==> src/rtl/jtpopeye_rom_arb_if.sv <==
// SDRAM read-port bundle shared between the ROM arbiter and the
// jtframe SDRAM controller.
interface jtpopeye_rom_arb_if;
  logic [21:0] sdram_addr;
  logic        sdram_req;
  logic        sdram_ack;
  logic [31:0] data_read;
  logic        data_rdy;

  modport master (
    output sdram_addr, sdram_req,
    input  sdram_ack, data_read, data_rdy
  );

  modport slave (
    input  sdram_addr, sdram_req,
    output sdram_ack, data_read, data_rdy
  );
endinterface

==> src/rtl/jtpopeye_rom_arb.sv <==
// Three-slot ROM arbiter for jtpopeye_game: one-word cache per slot,
// misses fetched one at a time from the shared SDRAM read port.
module jtpopeye_rom_arb #(
  parameter int          AW0     = 15,
  parameter int          AW1     = 13,
  parameter int          AW2     = 13,
  parameter logic [21:0] OFFSET1 = 22'h4000,
  parameter logic [21:0] OFFSET2 = 22'h8000
) (
  input  logic           clk,
  input  logic           rst_n,
  input  logic           downloading,
  input  logic           slot0_cs,
  input  logic [AW0-1:0] slot0_addr,
  output logic [7:0]     slot0_dout,
  output logic           slot0_ok,
  input  logic           slot1_cs,
  input  logic [AW1-1:0] slot1_addr,
  output logic [31:0]    slot1_dout,
  output logic           slot1_ok,
  input  logic           slot2_cs,
  input  logic [AW2-1:0] slot2_addr,
  output logic [31:0]    slot2_dout,
  output logic           slot2_ok,
  output logic           refresh_en,
  jtpopeye_rom_arb_if.master sdram
);
  localparam int TW0 = AW0 - 2;
  localparam int TWA = TW0 > AW1 ? TW0 : AW1;
  localparam int TW  = TWA > AW2 ? TWA : AW2;

  typedef enum logic [1:0] {IDLE, REQ, WAIT} state_t;

  state_t          state, state_n;
  logic            req_q, req_n;
  logic [21:0]     addr_q, addr_n;
  logic [1:0]      sel_q, sel_n;
  logic [TW-1:0]   ltag_q, ltag_n;
  logic            wr;
  logic [2:0]      valid;
  logic [TW0-1:0]  tag0;
  logic [AW1-1:0]  tag1;
  logic [AW2-1:0]  tag2;
  logic [31:0]     data0, data1, data2;
  logic [TW0-1:0]  cur0;
  logic            hit0, hit1, hit2;
  logic            miss0, miss1, miss2;

  assign cur0 = slot0_addr[AW0-1:2];

  assign hit0 = valid[0] & (tag0 == cur0);
  assign hit1 = valid[1] & (tag1 == slot1_addr);
  assign hit2 = valid[2] & (tag2 == slot2_addr);

  assign slot0_ok = slot0_cs & hit0;
  assign slot1_ok = slot1_cs & hit1;
  assign slot2_ok = slot2_cs & hit2;

  assign miss0 = slot0_cs & ~hit0;
  assign miss1 = slot1_cs & ~hit1;
  assign miss2 = slot2_cs & ~hit2;

  assign slot0_dout = data0[{slot0_addr[1:0], 3'b000} +: 8];
  assign slot1_dout = data1;
  assign slot2_dout = data2;

  assign refresh_en       = state == IDLE;
  assign sdram.sdram_req  = req_q;
  assign sdram.sdram_addr = addr_q;

  always_comb begin
    state_n = state;
    req_n   = req_q;
    addr_n  = addr_q;
    sel_n   = sel_q;
    ltag_n  = ltag_q;
    wr      = 1'b0;
    unique case (state)
      IDLE: begin
        if (miss0) begin
          sel_n  = 2'd0;
          ltag_n = TW'(cur0);
          addr_n = 22'({cur0, 1'b0});
        end else if (miss1) begin
          sel_n  = 2'd1;
          ltag_n = TW'(slot1_addr);
          addr_n = OFFSET1 + 22'({slot1_addr, 1'b0});
        end else if (miss2) begin
          sel_n  = 2'd2;
          ltag_n = TW'(slot2_addr);
          addr_n = OFFSET2 + 22'({slot2_addr, 1'b0});
        end
        if (miss0 | miss1 | miss2) begin
          state_n = REQ;
          req_n   = 1'b1;
        end
      end
      REQ: begin
        if (sdram.sdram_ack) begin
          req_n   = 1'b0;
          state_n = WAIT;
        end
      end
      WAIT: begin
        if (sdram.data_rdy) begin
          wr      = 1'b1;
          state_n = IDLE;
        end
      end
      default: state_n = IDLE;
    endcase
    // download abandons any fetch; a late data_rdy lands in IDLE
    if (downloading) begin
      state_n = IDLE;
      req_n   = 1'b0;
      wr      = 1'b0;
      addr_n  = addr_q;
      sel_n   = sel_q;
      ltag_n  = ltag_q;
    end
  end

  always_ff @(posedge clk) begin
    if (!rst_n) begin
      state  <= IDLE;
      req_q  <= 1'b0;
      addr_q <= '0;
      sel_q  <= '0;
      ltag_q <= '0;
      valid  <= '0;
      tag0   <= '0;
      tag1   <= '0;
      tag2   <= '0;
      data0  <= '0;
      data1  <= '0;
      data2  <= '0;
    end else begin
      state  <= state_n;
      req_q  <= req_n;
      addr_q <= addr_n;
      sel_q  <= sel_n;
      ltag_q <= ltag_n;
      if (downloading) begin
        valid <= '0;
      end else if (wr) begin
        unique case (sel_q)
          2'd0: begin
            valid[0] <= 1'b1;
            tag0     <= ltag_q[TW0-1:0];
            data0    <= sdram.data_read;
          end
          2'd1: begin
            valid[1] <= 1'b1;
            tag1     <= ltag_q[AW1-1:0];
            data1    <= sdram.data_read;
          end
          2'd2: begin
            valid[2] <= 1'b1;
            tag2     <= ltag_q[AW2-1:0];
            data2    <= sdram.data_read;
          end
          default: ;
        endcase
      end
    end
  end
endmodule

==> src/flat_wrapper.sv <==
// flat-port wrapper written by rule: the top's interface ports become plain ports
module jtpopeye_rom_arb_flat 
#(
  parameter int          AW0     = 15,
  parameter int          AW1     = 13,
  parameter int          AW2     = 13,
  parameter logic [21:0] OFFSET1 = 22'h4000,
  parameter logic [21:0] OFFSET2 = 22'h8000
)
  (clk, rst_n, downloading, slot0_cs, slot0_addr, slot0_dout, slot0_ok, slot1_cs, slot1_addr, slot1_dout, slot1_ok, slot2_cs, slot2_addr, slot2_dout, slot2_ok, refresh_en, sdram_sdram_addr, sdram_sdram_req, sdram_sdram_ack, sdram_data_read, sdram_data_rdy);
  jtpopeye_rom_arb_if sdram_i ();
  input  logic clk;
  input  logic rst_n;
  input  logic downloading;
  input  logic slot0_cs;
  input  logic [AW0-1:0] slot0_addr;
  output logic [7:0] slot0_dout;
  output logic slot0_ok;
  input  logic slot1_cs;
  input  logic [AW1-1:0] slot1_addr;
  output logic [31:0] slot1_dout;
  output logic slot1_ok;
  input  logic slot2_cs;
  input  logic [AW2-1:0] slot2_addr;
  output logic [31:0] slot2_dout;
  output logic slot2_ok;
  output logic refresh_en;
  output wire logic [$bits(sdram_i.sdram_addr)-1:0] sdram_sdram_addr;
  output wire logic [$bits(sdram_i.sdram_req)-1:0] sdram_sdram_req;
  input wire logic [$bits(sdram_i.sdram_ack)-1:0] sdram_sdram_ack;
  input wire logic [$bits(sdram_i.data_read)-1:0] sdram_data_read;
  input wire logic [$bits(sdram_i.data_rdy)-1:0] sdram_data_rdy;
  assign sdram_sdram_addr = sdram_i.sdram_addr;
  assign sdram_sdram_req = sdram_i.sdram_req;
  assign sdram_i.sdram_ack = sdram_sdram_ack;
  assign sdram_i.data_read = sdram_data_read;
  assign sdram_i.data_rdy = sdram_data_rdy;
  jtpopeye_rom_arb #(.AW0(AW0), .AW1(AW1), .AW2(AW2), .OFFSET1(OFFSET1), .OFFSET2(OFFSET2)) u_core (.clk(clk), .rst_n(rst_n), .downloading(downloading), .slot0_cs(slot0_cs), .slot0_addr(slot0_addr), .slot0_dout(slot0_dout), .slot0_ok(slot0_ok), .slot1_cs(slot1_cs), .slot1_addr(slot1_addr), .slot1_dout(slot1_dout), .slot1_ok(slot1_ok), .slot2_cs(slot2_cs), .slot2_addr(slot2_addr), .slot2_dout(slot2_dout), .slot2_ok(slot2_ok), .refresh_en(refresh_en), .sdram(sdram_i));
endmodule
==> config.mk <==
export PLATFORM = sky130hd
export DESIGN_NAME = jtpopeye_rom_arb_flat
export DESIGN_NICKNAME = d
export VERILOG_FILES = /design/src/rtl/jtpopeye_rom_arb_if.sv /design/src/rtl/jtpopeye_rom_arb.sv /design/src/flat_wrapper.sv
export SDC_FILE = /design/constraint.sdc
export NUM_CORES = 1
export LEC_CHECK = 0
export CORE_MARGIN = 5
export CORE_UTILIZATION = 52
export CTS_CLUSTER_DIAMETER = 50
export DETAILED_ROUTE_END_ITERATION = 10
export GPL_TIMING_DRIVEN = 0
export HOLD_SLACK_MARGIN = 0.08
export PLACE_DENSITY = 0.95
export SLEW_MARGIN = 25
export SYNTH_ARGS = -nofsm -noshare
export SYNTH_HDL_FRONTEND = slang
export SYNTH_SLANG_ARGS = --single-unit
==> constraint.sdc <==
create_clock -name clk -period 3.4 [get_ports clk]
set_input_delay 0.68 -clock clk [delete_from_list [all_inputs] [get_ports clk]]
set_output_delay 0.68 -clock clk [all_outputs]
set_load 0.005 [all_outputs]
# Word level (Yosys, flattened, before mapping)
# Index checks and enable logic that the tools add are counted.
op_classes:
  muxes: 19
  add_sub_neg: 2
  n_bitwise: 16
  n_shift: 1
  n_reduce_logical: 14
  eq_ne: 10
op_table:
  columns: ["operator", "n"]
  rows:
  - ["$mux 22", 3]
  - ["$eq 13x13->1", 3]
  - ["$mux 13", 3]
  - ["$shiftx 32x6->8", 1]
  - ["$reduce_and 3->1", 6]
  - ["$add 16x14->17 const A", 1]
  - ["$add 15x14->16 const A", 1]
  - ["$mux 2", 6]
  - ["$and 1x1->1", 9]
  - ["$pmux 2 s3", 1]
  - ["$reduce_and 2->1", 3]
  - ["$mux 1", 5]
  - ["$not 1->1", 5]
  - ["$eq 2x1->1 const B", 2]
  - ["$eq 2x2->1 const B", 2]
  - ["$logic_not 2->1", 2]
  - ["$ne 2x2->1 const B", 2]
  - ["$reduce_bool 3->1", 1]
  - ["$ne 2x1->1 const B", 1]
  - ["$or 1x1->1", 2]
  - ["$pmux 1 s2", 1]
  - ["$reduce_bool 2->1", 1]
  - ["$reduce_or 2->1", 1]
word_totals:
  output_inout_bits: 99
  register_bits: 178
  elab_cells: 76
  in_bits: 81

# Depth between registers and ports, before layout
logic_depth:
  ltp_word: 8
  ltp_mapped: 8
  ltp_nobuf: 6

# Least setup slack after synthesis
# Ideal clock, no wire load.
synth_timing:
  kind: "input -> output"
  start: "in slot1_addr[3]"
  end: "out slot1_ok"
  slack_ns: 0.980
  path_buffers: 1
  required_time_ns: 2.720
  path_stages: 5
  arrival_time_ns: 1.740
  cell_sequence: "xnor2_1 nand4_1 nor4_4 buf_4 and2_1"
synth_via:
  elab_chain_len: 3
synth_rtl:
  columns: ["element", "line", "source"]
  rows:
  - ["start, declared", "flat_wrapper.sv:20", "input logic [AW1-1:0] slot1_addr;"]
  - ["$eq 13x13->1", "jtpopeye_rom_arb.sv:52", "assign hit1 = valid[1] & (tag1 == slot1_addr);"]
  - ["$and 1x1->1", "jtpopeye_rom_arb.sv:52", null]
  - ["$and 1x1->1", "jtpopeye_rom_arb.sv:56", "assign slot1_ok = slot1_cs & hit1;"]
  - ["end, declared", "flat_wrapper.sv:22", "output logic slot1_ok;"]
# Every way passes these cells.

# Final worst setup path
layout_timing:
  start: "in slot1_addr[5]"
  end: "out slot1_ok"
# The elaborated chain is that of the path after synthesis.

==> out/qor.txt <==
Max_slew headroom: 47.7%
Post-synth ARST share: 0%
Clk sinks: 156
FMAX: 0.298 GHz
Drt first pass iters: 9
Clk slew on worst S/H paths: 60 ps
DR WL/cell: 19.3 µm
Drt total wl: 23.5 mm
DR top layer: met4
Share of cells above drive strength 1: 7.08%
Worst setup startpoint: slot1_addr[5]
Wire length on met2: 11.3 mm
Final period util: 98.6%
Endpoint class of the critical path: output port
Wire length of the first global-routing pass: 35.4 mm
Clock root cell: clkbuf_16
Final Max Slew Viols: 0
Vias per cell: 5.83
Final Critical Period: 3350 ps
Clk buf depth: 2
Setup Skew: 10.2 ps
R2R depth: 7
Met1 WL: 8.59 mm
Vias: 7100
Initial core utilization: 52.6%
Cell Area, Synth: 0.00662 mm²
Die Height: 123 µm
Setup TNS: 0 ps
Synth warnings: 0
Total CTS buffers: 17
Initial drt markers: 698
Die ar.: 0.0151 mm²
Largest net degree at the start of global routing: 17
Slowest CP cell: clkdlybuf4s50_1
Slew @ Worst Pin: 780 ps
Leak Pwr: 3.23 nW
Commonest cells after routing, fill and taps aside: 306 x nand2_1, 168 x clkdlybuf4s50_1, 156 x dfxtp_1, 137 x a21oi_1, 46 x clkbuf_1
Post-DP HPWL: 16.1 mm
Status: finished, violations left
Worst Path Class, Setup: primary input to output port
I/O pins: 180
Max-Cap Viols: 0
Critical path arrival: 2670 ps
Met3 WL: 2.52 mm
Type of the most critical hold path: flop to flop
CP peak stage delay: 560 ps
Final ANT Viol Nets: 0
Worst Setup Start Kind: primary input
R2r setup slk: 910 ps
Core area: 0.0126 mm²
R2r startpoint: u_core.state[1]
Violated checks: design-rule violations
Placer Congestion: 0.967
Area grow syn2layout: 40.1%
Grt total ovfl: 0
Dpl cells: 1181
Worst VDD drop: 0.391 mV
# rows: 41
Antenna violations before repair: 0
CTS tree: built
Most common cell after layout, fill and taps aside: nand2_1
DRC viols: 2
Port Buffer Count: 168
Cell Chain, Critical Path: clkdlybuf4s50_1 > xnor2_2 > nand4_1 > nor4_4 > buf_6 > and2_1 > clkdlybuf4s50_1
CP endpoint: slot1_ok
Top_reg_cell synth: dfxtp_1
Terminus of the critical flop-to-flop path: u_core.tag1[2]
Antenna cells: 0
Post-synth EDFFs: 0
WP data required: 2720 ps
Avg Cell Area, Syn: 7.92 µm²
Yosys cell types: 38
Die span in x: 123 µm
Most frequent cell on the critical path: clkdlybuf4s50_1
Vias in the first global route: 6926
Hold_buf cts: 0
Seq/Total Area, Yosys: 47.2%
Finished Layout Cells: 1217
Mapped Cells: 835
FF+latch count, synth: 156
Final #Nets: 1113
Finish-stage setup viols: 0
Worst skew pair latency: 430 ps
Worst-path maximum fanout: 6
Final hold violation count: 0
Power per cell area: 458 mW/mm²
H-Tree Depth: 4
Global-route usage over all layers: 30.4%
timing repair:
item / 4_1_cts / 5_1_grt
pin swaps: 1 / 2
endpoints found under the setup margin: 1 / 2
buffers inserted: 1 / 3
cloned: 0 / 0
gates resized for setup: 0 / 12
worst min-delay path by stage:
| stage | startpoint | end | slack [ps] | depth (start not counted) |
|---|---|---|---|---|
| 2_1_floorplan | u_core.data0[16] | u_core.data0[16] | 430 | 2 |
| 3_3_place_gp | u_core.data0[12] | u_core.data0[12] | 440 | 2 |
| 3_5_place_dp | u_core.slot1_dout[23] | u_core.slot1_dout[23] | 450 | 2 |
| 4_1_cts | u_core.slot2_dout[7] | u_core.slot2_dout[7] | 460 | 2 |
| 5_1_grt | u_core.data0[29] | u_core.data0[29] | 480 | 2 |
| 6_report | u_core.slot1_dout[9] | u_core.slot1_dout[9] | 450 | 2 |
where the power goes:
group / internal (mW) / switching, mW / leakage (nW)
logic: 0.187 / 0.180 / 1.68
registers: 1.85 / 0.0329 / 1.26
clock network: 1.20 / 0.801 / 0.296
routing by layer:
layer | GRT usage, % | vias to the layer above
li1 | - | 3177
met3 | 8.16 | 113
met5 | 0 | -
met4 | 17.2 | 0
met2 | 49.8 | 521
met1 | 36.1 | 3289
through the flow:
step	hold WS [ps]	setup slack, ps	cell area (µm²)	utilization [%]	power, mW
finish	454	47.6	9270	73.7	4.25
global route	478	-23.5	9270	73.7	4.34
CTS	455	18.7	9160	72.9	4.21
detailed placement	446	-150	8540	67.9	2.26
global placement	440	-170	8540	67.9	2.26
floorplan	433	980	6640	-	2.06
cell usage after synthesis (2+ instances only):
cell | number | area (µm²)
mux4_2 | 8 | 180
nand4_1 | 14 | 87.6
inv_1 | 2 | 7.51
a211o_1 | 13 | 114
a41o_1 | 13 | 130
nor3_1 | 17 | 85.1
a21oi_1 | 137 | 686
o21a_1 | 4 | 30.0
nand2_1 | 306 | 1150
or3_1 | 14 | 87.6
xnor2_1 | 39 | 342
buf_2 | 3 | 15.0
nor4_1 | 3 | 18.8
nor4_4 | 2 | 42.5
clkbuf_1 | 46 | 173
nor2_1 | 20 | 75.1
and2_1 | 4 | 25.0
nor3b_1 | 2 | 15.0
dfxtp_1 | 156 | 3120
buf_1 | 6 | 22.5
buf_4 | 9 | 67.6
cell type report:
cell class,count,area [µm²]
repair buffers,172,1710
multi-input cells,618,3300
flip-flops and latches,156,3120
plain buffers,65,293
inverters,2,7.51
clock buffers,19,453
clock inverters,13,163
fillers,826,3300
well taps,172,215
worst max-delay path, delay by kind of cell:
kind,cells,cell delay (ps)
XOR/XNOR,1,150
AND/OR/NAND/NOR,3,610
buffers and inverters,3,1240
kinds of logic after synthesis:
group	share of synthesized area, %
AOI/OAI and AO/OA	15.0
xor gates and xnor gates	5.16
buffers and inverters	4.48
DFF	47.2
muxes	2.72
other	0.0567
and+or+nand+nor	25.3
sequential cells by signal, indices dropped and copies added, names as in the netlist:
| name | cells |
|---|---|
| u_core.valid | 3 |
| u_core.tag1 | 13 |
| u_core.ltag_q | 12 |
| u_core.slot2_dout | 32 |
| u_core.tag0 | 13 |
| u_core.slot1_dout | 32 |
| u_core.sel_q | 1 |
| u_core.data0 | 32 |
| u_core.tag2 | 13 |
| u_core.sdram.sdram_req | 1 |
| u_core.sdram.sdram_addr | 2 |
| u_core.state | 2 |
No activity file was read; power rests on OpenSTA's default activity.
